## config.mk

```make
export PLATFORM = sky130hd
export DESIGN_NAME = apu_reg_ctrl_flat
export DESIGN_NICKNAME = d
export VERILOG_FILES = /design/src/rtl/apu_pkg.sv /design/src/rtl/apu_reg_ctrl_if.sv /design/src/rtl/apu_sq_regs.sv /design/src/rtl/apu_reg_ctrl.sv /design/src/flat_wrapper.sv
export SDC_FILE = /design/constraint.sdc
export NUM_CORES = 1
export LEC_CHECK = 0
export CORE_AREA = 2 2 77 152
export CTS_CLUSTER_SIZE = 40
export DETAILED_ROUTE_END_ITERATION = 10
export DIE_AREA = 0 0 79 154
export PLACE_DENSITY = 0.71
export SYNTH_ARGS = -nofsm -noshare
export SYNTH_HDL_FRONTEND = slang
export SYNTH_SLANG_ARGS = --single-unit
```

## constraint.sdc

```tcl
create_clock -name clk -period 2.4 [get_ports clk]
set_input_delay 0.72 -clock clk [delete_from_list [all_inputs] [get_ports clk]]
set_output_delay 0.72 -clock clk [all_outputs]
set_load 0.005 [all_outputs]
```

## src/rtl/apu_pkg.sv

```systemverilog
// Shared register addresses, read-back masks and the square-channel configuration bundle
// for the sound-chip register controller.
package apu_pkg;

    localparam logic [7:0] NR10_A = 8'h10;
    localparam logic [7:0] NR11_A = 8'h11;
    localparam logic [7:0] NR12_A = 8'h12;
    localparam logic [7:0] NR13_A = 8'h13;
    localparam logic [7:0] NR14_A = 8'h14;
    localparam logic [7:0] NR21_A = 8'h16;
    localparam logic [7:0] NR22_A = 8'h17;
    localparam logic [7:0] NR23_A = 8'h18;
    localparam logic [7:0] NR24_A = 8'h19;
    localparam logic [7:0] NR50_A = 8'h24;
    localparam logic [7:0] NR51_A = 8'h25;
    localparam logic [7:0] NR52_A = 8'h26;

    // Bits forced to 1 on read-back; write-only bits always read as 1.
    localparam logic [7:0] MASK_NR10     = 8'h80;
    localparam logic [7:0] MASK_NRX1     = 8'h3F;
    localparam logic [7:0] MASK_NRX2     = 8'h00;
    localparam logic [7:0] MASK_NRX3     = 8'hFF;
    localparam logic [7:0] MASK_NRX4     = 8'hBF;
    localparam logic [7:0] MASK_NR50     = 8'h00;
    localparam logic [7:0] MASK_NR51     = 8'h00;
    localparam logic [7:0] MASK_UNMAPPED = 8'hFF;

    typedef struct packed {
        logic [1:0]  duty;
        logic [5:0]  len_load;
        logic [3:0]  start_vol;
        logic        env_add;
        logic [2:0]  period;
        logic [10:0] freq;
        logic        len_enable;
    } sq_cfg_t;

endpackage

```

## src/rtl/apu_reg_ctrl_if.sv

```systemverilog
// CPU-side byte bus into the sound-chip register controller.
interface apu_reg_ctrl_if #(
    parameter int ADDR_W = 8
) ();
    logic              wr_en;
    logic              rd_en;
    logic [ADDR_W-1:0] addr;
    logic [7:0]        wdata;
    logic [7:0]        rdata;
    logic              rvalid;

    modport master (output wr_en, rd_en, addr, wdata, input rdata, rvalid);
    modport slave  (input wr_en, rd_en, addr, wdata, output rdata, rvalid);
endinterface

```

## src/rtl/apu_sq_regs.sv

```systemverilog
// One square channel's NRx1..NRx4 registers: field decode, trigger strobe and read-back.
module apu_sq_regs
    import apu_pkg::*;
#(
    parameter int                ADDR_W = 8,
    parameter logic [ADDR_W-1:0] BASE   = ADDR_W'(NR11_A)
) (
    input  logic              clk,
    input  logic              reset,
    input  logic              wr_en,
    input  logic              clear,
    input  logic [ADDR_W-1:0] addr,
    input  logic [7:0]        wdata,
    output sq_cfg_t           cfg,
    output logic              trigger,
    output logic              rd_hit,
    output logic [7:0]        rd_byte
);

    logic [7:0] nr1, nr2, nr3;
    logic       len_en;
    logic [2:0] freq_hi;
    logic       hit1, hit2, hit3, hit4;

    assign hit1 = (addr == BASE);
    assign hit2 = (addr == BASE + ADDR_W'(1));
    assign hit3 = (addr == BASE + ADDR_W'(2));
    assign hit4 = (addr == BASE + ADDR_W'(3));

    // NRx4 bit 7 only fires the strobe; it is never stored.
    always_ff @(posedge clk) begin
        if (reset || clear) begin
            nr1     <= 8'h00;
            nr2     <= 8'h00;
            nr3     <= 8'h00;
            len_en  <= 1'b0;
            freq_hi <= 3'd0;
            trigger <= 1'b0;
        end else begin
            trigger <= wr_en && hit4 && wdata[7];
            if (wr_en && hit1) nr1 <= wdata;
            if (wr_en && hit2) nr2 <= wdata;
            if (wr_en && hit3) nr3 <= wdata;
            if (wr_en && hit4) begin
                len_en  <= wdata[6];
                freq_hi <= wdata[2:0];
            end
        end
    end

    assign cfg.duty       = nr1[7:6];
    assign cfg.len_load   = nr1[5:0];
    assign cfg.start_vol  = nr2[7:4];
    assign cfg.env_add    = nr2[3];
    assign cfg.period     = nr2[2:0];
    assign cfg.freq       = {freq_hi, nr3};
    assign cfg.len_enable = len_en;

    always_comb begin
        rd_hit  = 1'b1;
        rd_byte = MASK_UNMAPPED;
        if (hit1)      rd_byte = nr1 | MASK_NRX1;
        else if (hit2) rd_byte = nr2 | MASK_NRX2;
        else if (hit3) rd_byte = nr3 | MASK_NRX3;
        else if (hit4) rd_byte = {1'b0, len_en, 6'b000000} | MASK_NRX4;
        else           rd_hit  = 1'b0;
    end

endmodule

```

## src/rtl/apu_reg_ctrl.sv

```systemverilog
// Sound-chip register file: decodes CPU byte writes into channel/mixer control fields,
// handles master power-off clearing and returns masked read-back data.
module apu_reg_ctrl
    import apu_pkg::*;
#(
    parameter int ADDR_W         = 8,
    parameter bit POWER_ON_RESET = 1'b1
) (
    input  logic                 clk,
    input  logic                 reset,
    apu_reg_ctrl_if.slave        bus,
    input  logic                 sq1_active,
    input  logic                 sq2_active,
    output logic [2:0]           sq1_swpPd,
    output logic                 sq1_negate,
    output logic [2:0]           sq1_shift,
    output logic [1:0]           sq1_duty,
    output logic [5:0]           sq1_lenLoad,
    output logic [3:0]           sq1_startVol,
    output logic                 sq1_envAdd,
    output logic [2:0]           sq1_period,
    output logic [10:0]          sq1_freq,
    output logic                 sq1_lenEnable,
    output logic                 sq1_trigger,
    output logic [1:0]           sq2_duty,
    output logic [5:0]           sq2_lenLoad,
    output logic [3:0]           sq2_startVol,
    output logic                 sq2_envAdd,
    output logic [2:0]           sq2_period,
    output logic [10:0]          sq2_freq,
    output logic                 sq2_lenEnable,
    output logic                 sq2_trigger,
    output logic [2:0]           vol_left,
    output logic [2:0]           vol_right,
    output logic [7:0]           pan,
    output logic                 power
);

    logic [6:0] nr10;
    logic [7:0] nr50, nr51;
    logic       power_q;
    logic       wr_ok, clear, nr52_wr;
    sq_cfg_t    sq1_cfg, sq2_cfg;
    logic       sq1_hit, sq2_hit;
    logic [7:0] sq1_rd, sq2_rd, rd_val;

    assign nr52_wr = bus.wr_en && (bus.addr == ADDR_W'(NR52_A));
    assign wr_ok   = bus.wr_en && power_q;
    // Power-off edge wipes every register and kills any pending trigger.
    assign clear   = nr52_wr && power_q && !bus.wdata[7];

    always_ff @(posedge clk) begin
        if (reset) begin
            nr10    <= 7'd0;
            nr50    <= 8'h00;
            nr51    <= 8'h00;
            power_q <= POWER_ON_RESET;
        end else begin
            if (nr52_wr) power_q <= bus.wdata[7];
            if (clear) begin
                nr10 <= 7'd0;
                nr50 <= 8'h00;
                nr51 <= 8'h00;
            end else if (wr_ok) begin
                if (bus.addr == ADDR_W'(NR10_A)) nr10 <= bus.wdata[6:0];
                if (bus.addr == ADDR_W'(NR50_A)) nr50 <= bus.wdata;
                if (bus.addr == ADDR_W'(NR51_A)) nr51 <= bus.wdata;
            end
        end
    end

    apu_sq_regs #(.ADDR_W(ADDR_W), .BASE(ADDR_W'(NR11_A))) u_sq1 (
        .clk     (clk),
        .reset   (reset),
        .wr_en   (wr_ok),
        .clear   (clear),
        .addr    (bus.addr),
        .wdata   (bus.wdata),
        .cfg     (sq1_cfg),
        .trigger (sq1_trigger),
        .rd_hit  (sq1_hit),
        .rd_byte (sq1_rd)
    );

    apu_sq_regs #(.ADDR_W(ADDR_W), .BASE(ADDR_W'(NR21_A))) u_sq2 (
        .clk     (clk),
        .reset   (reset),
        .wr_en   (wr_ok),
        .clear   (clear),
        .addr    (bus.addr),
        .wdata   (bus.wdata),
        .cfg     (sq2_cfg),
        .trigger (sq2_trigger),
        .rd_hit  (sq2_hit),
        .rd_byte (sq2_rd)
    );

    always_comb begin
        rd_val = MASK_UNMAPPED;
        if (sq1_hit)                          rd_val = sq1_rd;
        else if (sq2_hit)                     rd_val = sq2_rd;
        else if (bus.addr == ADDR_W'(NR10_A)) rd_val = {1'b0, nr10} | MASK_NR10;
        else if (bus.addr == ADDR_W'(NR50_A)) rd_val = nr50 | MASK_NR50;
        else if (bus.addr == ADDR_W'(NR51_A)) rd_val = nr51 | MASK_NR51;
        else if (bus.addr == ADDR_W'(NR52_A)) rd_val = {power_q, 3'b111, 2'b00, sq2_active, sq1_active};
    end

    // Read samples current (pre-write) state, so a same-cycle write is not seen.
    always_ff @(posedge clk) begin
        if (reset) begin
            bus.rvalid <= 1'b0;
            bus.rdata  <= 8'h00;
        end else begin
            bus.rvalid <= bus.rd_en;
            bus.rdata  <= bus.rd_en ? rd_val : 8'h00;
        end
    end

    assign sq1_swpPd     = nr10[6:4];
    assign sq1_negate    = nr10[3];
    assign sq1_shift     = nr10[2:0];
    assign sq1_duty      = sq1_cfg.duty;
    assign sq1_lenLoad   = sq1_cfg.len_load;
    assign sq1_startVol  = sq1_cfg.start_vol;
    assign sq1_envAdd    = sq1_cfg.env_add;
    assign sq1_period    = sq1_cfg.period;
    assign sq1_freq      = sq1_cfg.freq;
    assign sq1_lenEnable = sq1_cfg.len_enable;
    assign sq2_duty      = sq2_cfg.duty;
    assign sq2_lenLoad   = sq2_cfg.len_load;
    assign sq2_startVol  = sq2_cfg.start_vol;
    assign sq2_envAdd    = sq2_cfg.env_add;
    assign sq2_period    = sq2_cfg.period;
    assign sq2_freq      = sq2_cfg.freq;
    assign sq2_lenEnable = sq2_cfg.len_enable;
    assign vol_left      = nr50[6:4];
    assign vol_right     = nr50[2:0];
    assign pan           = nr51;
    assign power         = power_q;

endmodule

```

## src/flat_wrapper.sv

```systemverilog
// flat-port wrapper written by rule: the top's interface ports become plain ports
module apu_reg_ctrl_flat import apu_pkg::*;
#(
    parameter int ADDR_W         = 8,
    parameter bit POWER_ON_RESET = 1'b1
)
  (clk, reset, sq1_active, sq2_active, sq1_swpPd, sq1_negate, sq1_shift, sq1_duty, sq1_lenLoad, sq1_startVol, sq1_envAdd, sq1_period, sq1_freq, sq1_lenEnable, sq1_trigger, sq2_duty, sq2_lenLoad, sq2_startVol, sq2_envAdd, sq2_period, sq2_freq, sq2_lenEnable, sq2_trigger, vol_left, vol_right, pan, power, bus_wr_en, bus_rd_en, bus_addr, bus_wdata, bus_rdata, bus_rvalid);
  apu_reg_ctrl_if #(.ADDR_W(ADDR_W)) bus_i ();
  input  logic clk;
  input  logic reset;
  input  logic sq1_active;
  input  logic sq2_active;
  output logic [2:0] sq1_swpPd;
  output logic sq1_negate;
  output logic [2:0] sq1_shift;
  output logic [1:0] sq1_duty;
  output logic [5:0] sq1_lenLoad;
  output logic [3:0] sq1_startVol;
  output logic sq1_envAdd;
  output logic [2:0] sq1_period;
  output logic [10:0] sq1_freq;
  output logic sq1_lenEnable;
  output logic sq1_trigger;
  output logic [1:0] sq2_duty;
  output logic [5:0] sq2_lenLoad;
  output logic [3:0] sq2_startVol;
  output logic sq2_envAdd;
  output logic [2:0] sq2_period;
  output logic [10:0] sq2_freq;
  output logic sq2_lenEnable;
  output logic sq2_trigger;
  output logic [2:0] vol_left;
  output logic [2:0] vol_right;
  output logic [7:0] pan;
  output logic power;
  input wire logic [$bits(bus_i.wr_en)-1:0] bus_wr_en;
  input wire logic [$bits(bus_i.rd_en)-1:0] bus_rd_en;
  input wire logic [$bits(bus_i.addr)-1:0] bus_addr;
  input wire logic [$bits(bus_i.wdata)-1:0] bus_wdata;
  output wire logic [$bits(bus_i.rdata)-1:0] bus_rdata;
  output wire logic [$bits(bus_i.rvalid)-1:0] bus_rvalid;
  assign bus_i.wr_en = bus_wr_en;
  assign bus_i.rd_en = bus_rd_en;
  assign bus_i.addr = bus_addr;
  assign bus_i.wdata = bus_wdata;
  assign bus_rdata = bus_i.rdata;
  assign bus_rvalid = bus_i.rvalid;
  apu_reg_ctrl #(.ADDR_W(ADDR_W), .POWER_ON_RESET(POWER_ON_RESET)) u_core (.clk(clk), .reset(reset), .bus(bus_i), .sq1_active(sq1_active), .sq2_active(sq2_active), .sq1_swpPd(sq1_swpPd), .sq1_negate(sq1_negate), .sq1_shift(sq1_shift), .sq1_duty(sq1_duty), .sq1_lenLoad(sq1_lenLoad), .sq1_startVol(sq1_startVol), .sq1_envAdd(sq1_envAdd), .sq1_period(sq1_period), .sq1_freq(sq1_freq), .sq1_lenEnable(sq1_lenEnable), .sq1_trigger(sq1_trigger), .sq2_duty(sq2_duty), .sq2_lenLoad(sq2_lenLoad), .sq2_startVol(sq2_startVol), .sq2_envAdd(sq2_envAdd), .sq2_period(sq2_period), .sq2_freq(sq2_freq), .sq2_lenEnable(sq2_lenEnable), .sq2_trigger(sq2_trigger), .vol_left(vol_left), .vol_right(vol_right), .pan(pan), .power(power));
endmodule
```

Word-level counts from Yosys, hierarchy flattened
Cells that the tools add are included.
- bits in registers: 91
- input port bits: 22
- word-level logic and storage cells: 74
- equality and inequality tests: 12
- multiplexer cells: 22
- bitwise operators: 1
- reduce and logical (&&, ||, !) cells: 21
- operator list (cell ; number):
    2-to-1 mux 8 bit ; 10
    == test 8 x 5 -> 1 bit (second input constant) ; 9
    2-to-1 mux 7 bit ; 4
    == test 8 x 6 -> 1 bit (second input constant) ; 3
    logical AND 1 bit ; 14
    2-to-1 mux 1 bit ; 8
    AND reduction 2 bit ; 3
    OR reduction 2 bit ; 2
    logical NOT 1 bit ; 1
    logical OR 1 bit ; 1
    inverter 1 bit ; 1

Longest topological paths before layout
Gate-level depths: netlist of run 1.
- word-level depth: 7
- mapped depth: 6
- gate-level depth less buffers: 5

Modules after synthesis
From an unflattened synthesis of run 1, not the netlist that was laid out.
- cells, all modules: 437
- area, all modules: 4151.5 sq um
- by module, submodules not included (module ; times used ; cells an instance ; area an instance (sq um) ; sequential area each (sq um)):
    apu_reg_ctrl ; 1 ; 186 ; 1670.4 ; 660.6
    apu_sq_regs at u_core.u_sq1 ; 1 ; 126 ; 1253.7 ; 580.6
    apu_sq_regs at u_core.u_sq2 ; 1 ; 125 ; 1227.4 ; 580.6

Worst setup path after synthesis of run 1
Ideal clock, no wire load.
- kind: in2reg
- start point: in bus_addr[5]
- end point: reg u_core.u_sq1.nr3[7]
- setup time: 0.128 ns
- arrival time: 1.820 ns
- required time: 2.272 ns
- path slack: 0.452 ns
- cell stages on the path: 5
- path buffers: 1
- path through: nor4b_1 buf_4 nand4_2 mux2i_1 nor2_1
- longest elaborated chain between the ends: 5
- elaborated cells on any way between the ends: 7
- classes of those cells: 2 x eq/ne; 5 x reduce/logical
- RTL lines (item ; RTL line ; RTL):
    from (decl) ; flat_wrapper.sv:38 ; input wire logic [$bits(bus_i.addr)-1:0] bus_addr;
    == test 8 x 6 -> 1 bit ; apu_reg_ctrl.sv:47 ; assign nr52_wr = bus.wr_en && (bus.addr == ADDR_W'(NR52_A));
    logical AND 1 bit ; apu_reg_ctrl.sv:47 ;
    logical AND 1 bit (2 in a row) ; apu_reg_ctrl.sv:50 ; assign clear = nr52_wr && power_q && !bus.wdata[7];
    logical OR 1 bit ; apu_sq_regs.sv:32 ; if (reset || clear) begin
    to (signal assigned) ; apu_sq_regs.sv:43 ; if (wr_en && hit3) nr3 <= wdata;
    to (decl) ; apu_sq_regs.sv:20 ; logic [7:0] nr1, nr2, nr3;
Parallel ways exist; a longest one is shown, timed or not.
A chain may end at the register's enable or synchronous reset.

Worst setup path after layout of run 1
- start point: in bus_addr[3]
- end point: reg u_core.u_sq2.nr2[5]
- longest elaborated chain between the ends: 5
- elaborated cells on any way between the ends: 7
- classes of those cells: 2 x eq/ne; 5 x reduce/logical
- RTL lines (item ; RTL line ; RTL):
    == test 8 x 6 -> 1 bit ; apu_reg_ctrl.sv:47 ;
    logical AND 1 bit ; apu_reg_ctrl.sv:47 ;
    logical AND 1 bit (2 in a row) ; apu_reg_ctrl.sv:50 ;
    logical OR 1 bit ; apu_sq_regs.sv:32 ;
    to (signal assigned) ; apu_sq_regs.sv:42 ; if (wr_en && hit2) nr2 <= wdata;
    to (decl) ; apu_sq_regs.sv:20 ;
Parallel ways exist; a longest one is shown, timed or not.

==> impl_metrics.ini, run 1 <==
[flow_run]
drv_cap = 0

[die]
core-area_mm2 = 0.0109
die_y_um = 154
die_w_um = 79
row_count = 54
dieArea_mm2 = 0.0122
initial_core_util_pct = 34.5
pin_count = 111

[power_and_ir_drop]
ir_worst_vdd_mv = 0.360
p_leak_uw = 0.00261
powerDensity_mw_per_mm2 = 546
power_uw = 3080

[sta]
max_freq_mhz = 447
fin_setup_tns_ns = 0
period_needed_ns = 2.24
drv_slew = 0
grt_setup_unrepaired = no
hold_violations = 0
setup_ws_ns = 0.162
post-route-period-util_pct = 93.2
skew_ns = 0.00620
finalSetupViolCount = 0
worst_pin_slew_ns = 0.645
relSlewSlack_pct = 56.8

[clock_tree]
cts_resized = 0
cts_hold_buf = 0
path_clk_slew_ns = 0.07
numCtsBuffers = 9
root_buffer = clkbuf_16
clock_sinks = 91
clk_latency_ns = 0.34
cts_setup_buffers = 0
clk_path_buf_depth = 2
htreeDepth = 3
cts_tree = built

[finish]
drive_above_1_share_pct = 14.9
syn_to_final_growth_pct = 49.4
final_cell_mix = clkdlybuf4s50_1 (110), dfxtp_1 (91), nor2_1 (86)
fillers = 1023
layout_commonest_cell = clkdlybuf4s50_1
final_cells = 651
nets = 528
num_antenna_cells = 0

[worst_setup_path]
crit_path_max_fanout = 31
worst_r2r_endpoint = u_core.u_sq2.nr2[5]
reg2reg_setup_slack_ns = 0.82
required_ns = 2.64
reg2reg_depth = 5
worstPathArrival_ns = 2.47
startpoint = bus_addr[3]
endpoint = u_core.u_sq2.nr2[5]
end_kind = register
r2r-start = u_core.power
cp-start-kind = input pin
worst-setup-path-type = in -> reg

[yosys]
synth-seq-area-share_pct = 48.2
synth_cell_type_count = 43
ys_warn_count = 0
avgSynthCellArea_um2 = 10.1
synthesis.nets = 396
synth-seq-cells = 91
synthesis.area_mm2 = 0.00378
netlist_instances = 374

[global_routing]
grt_pass1_wl_um = 18300
grt-ovfl-total = 0
first_global_vias = 3313
track_usage_pct = 19.9
grt_start_max_net_pins = 32
antenna_found_initial = 0

[routing]
antenna_left = 0
via_count = 3277
detail_route.first_pass.iterations = 5
drc = 0
via_per_inst = 5.03
drt-total-wl_um = 11800
wl_per_cell_um = 18.1
drtIter0Drc = 255

[placed_design]
place_inst = 635
gp_congestion = 0.901
place_hpwl_um = 8900
place_ws_ns = -0.157
portBuffers = 110

[outcome]
status = complete, no violations

[worst_hold_path]
hp-class = reg -> reg
[Yosys cell counts (all sizes together)]
cell type | n | area (um^2)
a311oi | 1 | 8.76
nand4b | 4 | 35.0
nand2b | 2 | 12.5
o22a | 4 | 35.0
nor4b | 3 | 41.3
o221ai | 3 | 26.3
o21ai | 5 | 28.8
nor2b | 3 | 18.8
and3 | 1 | 6.26
nor3 | 1 | 5.00
and4 | 1 | 8.76
dfxtp | 91 | 1820
mux2 | 4 | 45.0
buf | 18 | 110
nand2 | 5 | 18.8
nor2 | 87 | 329
and4b | 2 | 20.0
a31o | 1 | 8.76
a221oi | 3 | 26.3
o31ai | 3 | 22.5
a21o | 1 | 7.51
o32ai | 4 | 35.0
inv | 2 | 7.51
or3 | 1 | 6.26
a21oi | 3 | 15.0
a211oi | 1 | 7.51
clkbuf | 14 | 52.6
nand3 | 11 | 85.1
and4bb | 1 | 12.5
o21a | 1 | 7.51
mux2i | 84 | 841
a21bo | 1 | 10.0
a31oi | 1 | 6.26
nand4 | 3 | 25.0
a2111oi | 1 | 8.76
a21boi | 1 | 7.51
and2 | 2 | 12.5
[cell type report]
type | count | area [um^2] | area share, %
multi-input combinational | 249 | 1800 | 31.9
inverter | 2 | 7.51 | 0.133
tap | 140 | 175 | 3.11
clock buffer | 9 | 225 | 3.99
sequential | 91 | 1820 | 32.3
timing repair buffer | 153 | 1560 | 27.7
clock inverter | 7 | 51.3 | 0.909
[layer usage]
layer	part of all wire [%]	GRT usage [%]	vias up
li1	-	-	1575
met1	37	21.4	1558
met2	54	35.2	115
met3	4.5	4.28	29
met4	4.8	11.3	0
met5	0	0	-
[logic make-up after synthesis]
family | count (synthesis) | share of synthesized area, %
flops | 91 | 48.2
buf+inv | 34 | 4.51
simple gates | 127 | 16.9
mux | 88 | 23.5
compound gates | 34 | 6.93
[how the worst min path moves through the flow]
stage / cells past startpoint / to / from
after floorplan: 2 / u_core.nr50[7] / u_core.nr50[7]
after global placement: 2 / u_core.u_sq2.nr3[0] / u_core.u_sq2.nr3[0]
after detailed placement: 2 / u_core.u_sq2.nr3[1] / u_core.u_sq2.nr3[1]
after CTS: 2 / u_core.u_sq2.nr3[1] / u_core.u_sq2.nr3[1]
after global routing: 2 / u_core.u_sq2.nr3[2] / u_core.u_sq2.nr3[2]
final: 2 / u_core.u_sq2.nr3[1] / u_core.u_sq2.nr3[1]
[metrics by stage]
| stage | area [um^2] | utilization [%] | hold slack, ns |
|---|---|---|---|
| 3_3_place_gp | 5360 | 49.0 | 0.477 |
| 5_1_grt | 5640 | 51.5 | 0.521 |
| 6_report | 5640 | 51.5 | 0.496 |
| 3_5_place_dp | 5360 | 49.0 | 0.482 |
| 2_1_floorplan | 3780 | - | 0.460 |
| 4_1_cts | 5640 | 51.5 | 0.498 |
[registers in the layout, summed over array words and instances, names as in the netlist, 7 cells and up]
register,count
u_core.u_sq1.nr2,8
u_core.nr10,7
u_core.u_sq2.nr1,8
u_core.u_sq2.nr3,8
u_core.u_sq1.nr1,8
u_core.u_sq1.nr3,8
u_core.pan,8
u_core.bus.rdata,8
u_core.u_sq2.nr2,8
u_core.nr50,8
[critical path, stage by stage]
cell and delay [ns]:
clkdlybuf4s50_1 0.48, nor4b_4 0.33, buf_4 0.21, nand3_1 0.14
o21ai_4 0.29, buf_12 0.22, nor2_1 0.07
[where the power goes]
group / internal [uW] / switching [uW]
logic: 115 / 123
registers: 1520 / 4.12
clock network: 707 / 614
Note: power is estimated with default switching activity, not from simulation.
==> run 2: changes to the inputs <==
--- a/config.mk
+++ b/config.mk
@@ -5,6 +5,7 @@
 export SDC_FILE = /design/constraint.sdc
 export NUM_CORES = 1
 export LEC_CHECK = 0
+export ABC_CLOCK_PERIOD_IN_PS = 2400
 export CORE_AREA = 2 2 77 152
 export CTS_CLUSTER_SIZE = 40
 export DETAILED_ROUTE_END_ITERATION = 10
==> results of run 2 <==
No change in the layout: final DEF, timing and power equal those of run 1.
==> run 3: changes to the inputs <==
--- a/config.mk
+++ b/config.mk
@@ -5,12 +5,13 @@
 export SDC_FILE = /design/constraint.sdc
 export NUM_CORES = 1
 export LEC_CHECK = 0
+export ABC_AREA = 1
 export ABC_CLOCK_PERIOD_IN_PS = 2400
-export CORE_AREA = 2 2 77 152
+export CORE_AREA = 2 2 79 156
 export CTS_CLUSTER_SIZE = 40
 export DETAILED_ROUTE_END_ITERATION = 10
-export DIE_AREA = 0 0 79 154
-export PLACE_DENSITY = 0.71
+export DIE_AREA = 0 0 81 158
+export PLACE_DENSITY = 0.7
 export SYNTH_ARGS = -nofsm -noshare
 export SYNTH_HDL_FRONTEND = slang
 export SYNTH_SLANG_ARGS = --single-unit
==> run 3 against run 2 <==
Fmax rose by 3.3%. Wire length is 16% higher. Largest power group unchanged. Via count is 23% higher. Critical path type unchanged. First-iteration DRC count decreased by 3.1%. Total power up 4.5%. Hold slack worse by 0.053 ns. Flip-flop and latch count did not move. Critical path depth is 1 higher. Count of clock-buffer cells in the layout is 1 higher. Synthesized cell count grew 42%. Clock skew about the same. Utilization shrank 2.9 points.
==> impl_metrics.ini, run 3 <==
[outcome]
status = complete, no violations

[clock_tree]
cts_tree = built
htreeDepth = 3
numCtsBuffers = 9
root_buffer = clkbuf_16
cts_resized = 0
clk_latency_ns = 0.34
clock_sinks = 91
clk_path_buf_depth = 2
path_clk_slew_ns = 0.07
cts_hold_buf = 0
cts_setup_buffers = 0

[die]
initial_core_util_pct = 34.1
row_count = 56
die_y_um = 158
core-area_mm2 = 0.0116
pin_count = 111
dieArea_mm2 = 0.0128
die_w_um = 81

[yosys]
synth_commonest_cells = dfxtp_1 (91), a21oi_1 (85), nand2_1 (83)
synth_top_area_share_pct = 45.9
synthFlopType = dfxtp_1
synth_edf_count = 0
synth-seq-area-share_pct = 45.9
synth_area_leaders = dfxtp_1 (46%), a21oi_1 (11%), nand2_1 (7.9%)
synth-async-reset-ratio_pct = 0
synthesis.area_mm2 = 0.00397
avgSynthCellArea_um2 = 7.47
ys_warn_count = 0
synth-seq-cells = 91
netlist_instances = 531
yosys.area.top_type = dfxtp_1
yosysMostFrequentCell = dfxtp_1
synthesis.nets = 553
synth_cell_type_count = 26

[worst_setup_path]
worst-setup-path-type = in -> reg
startpoint = bus_addr[2]
crit_chain = clkdlybuf4s50_1 > nand2_2 > nor2_4 > nand2_2 > nor2_1 > inv_1 > nand2_1 > a21oi_1
cp-start-kind = input pin
worstPathArrival_ns = 2.39
cp_slowest_cell = clkdlybuf4s50_1
reg2reg_depth = 8
path_buf_inv = 2
critPathTopFamily = simple AND/OR/NAND/NOR gates
path_common_cell = nand2_2
crit_path_max_fanout = 5
r2r-start = u_core.power
required_ns = 2.62
worst_r2r_endpoint = u_core.u_sq2.nr2[3]
max_stage_delay_ns = 0.57
reg2reg_setup_slack_ns = 0.91
end_kind = register

[sta]
relSlewSlack_pct = 58.2
max_freq_mhz = 462
period_needed_ns = 2.17
whs_ns = 0.443
post-route-period-util_pct = 90.2
grt_setup_unrepaired = no
skew_ns = 0.00629
finalSetupViolCount = 0
hold_violations = 0
worst_pin_slew_ns = 0.625
fin_setup_tns_ns = 0
drv_slew = 0

[finish]
syn_to_final_growth_pct = 42.6
layout_commonest_cell = clkdlybuf4s50_1
nets = 678
final_cell_mix = clkdlybuf4s50_1 (110), dfxtp_1 (91), a21oi_1 (85)
drive_above_1_share_pct = 13.3
num_antenna_cells = 0
fin_area_mm2 = 0.00566

[worst_hold_path]
hp-class = reg -> reg
hold_depth = 2
hold_path_end = u_core.u_sq1.nr3[3]
hold_path_startpoint = u_core.u_sq1.nr3[3]

[routing]
drc = 0
detail_route.first_pass.iterations = 5
drt-total-wl_um = 13600
via_count = 4039
antenna_left = 0
drtIter0Drc = 247
wl_per_cell_um = 16.9
via_per_inst = 5.01

[power_and_ir_drop]
swShare_pct = 23.5
p_comb_share_pct = 7.4
intPower_uw = 2460
clkPwrFrac_pct = 45.3
ir_worst_vdd_mv = 0.353
pwr-share-seq_pct = 47.4
p_leak_uw = 0.00213
powerDensity_mw_per_mm2 = 569
p_sw_uw = 758

[placed_design]
gp_congestion = 0.900
portBuffers = 110
dpl_cell_area_mm2 = 0.00535
place_hpwl_um = 10400

[global_routing]
grt_start_max_net_pins = 36
first_global_vias = 4014
grt-ovfl-total = 0
antenna_found_initial = 0
grt_pass1_wl_um = 20900
track_usage_pct = 22.1

[flow_run]
drv_cap = 0
==> run 3: changes by cell type in the layout (fill, tap and decap cells not counted), sizes merged, moves of 5 or more <==
| cell | previous run | this run |
|---|---|---|
| nand2 | 5 | 92 |
| a21oi | 3 | 88 |
| mux2i | 84 | 0 |
| inv | 4 | 74 |
| o21ai | 5 | 67 |
| nor2 | 87 | 34 |
| nand3 | 11 | 36 |
| buf | 43 | 38 |
| nor3 | 1 | 6 |
==> run 3: metal layers <==
metal,vias to the layer above,GRT usage [%],share of wire (%),wire length (um)
met5,-,0,0,0
met4,0,15.5,6.8,921
met3,50,3.36,4.5,619
met2,150,40.7,55,7440
met1,1865,21.6,34,4660
li1,1974,-,-,-
==> run 3: tightest hold or removal path: cells and delay by family, from the launching register on <==
family | cells | cell delay (ns)
flops | 1 | 0.31
buf+inv | 1 | 0.05
compound gates | 1 | 0.05
==> run 3: power by group through the flow <==
stage	Clock (uW)	Sequential, uW	Combinational [uW]
after global placement	0	1560	231
after global routing	1540	1530	254
after floorplan	0	1560	105
after CTS	1480	1530	235
final	1460	1530	237
after detailed placement	0	1560	234
==> run 3: area by class of cell <==
type	count	area (um^2)
Clock buffer	10	239
Clock inverter	6	72.6
Fill cell	1197	5970
Inverter	72	270
Multi-Input combinational cell	334	1650
Sequential cell	91	1820
Tap cell	145	181
Timing Repair Buffer	148	1420
==> run 3: kinds of logic after synthesis <==
kind of cell | after synthesis | share of synthesized area (%)
simple gates | 175 | 20.9
compound gates | 159 | 20.7
buf+inv | 106 | 12.5
flops | 91 | 45.9
==> run 3: worst max-delay path by stage <==
| stage | endpoint | slack (ns) | depth (start not counted) |
|---|---|---|---|
| finish | u_core.u_sq1.freq_hi[1] | 0.23 | 8 |
| floorplan | u_core.u_sq1.nr1[6] | 0.64 | 9 |
| global route | u_core.u_sq1.freq_hi[2] | 0.09 | 10 |
| global placement | u_core.u_sq1.nr2[6] | -0.06 | 9 |
| CTS | u_core.u_sq1.freq_hi[1] | 0.23 | 8 |
| detailed placement | u_core.u_sq2.nr2[3] | -0.08 | 9 |
==> run 3: stage by stage <==
step,setup slack [ns],instances,power [uW],utilization (%)
3_3_place_gp,-0.0628,790,1790,46.0
3_5_place_dp,-0.0800,790,1790,46.0
5_1_grt,0.0857,806,3320,48.6
2_1_floorplan,0.642,531,1660,-
6_report,0.234,806,3220,48.6
4_1_cts,0.229,806,3250,48.6
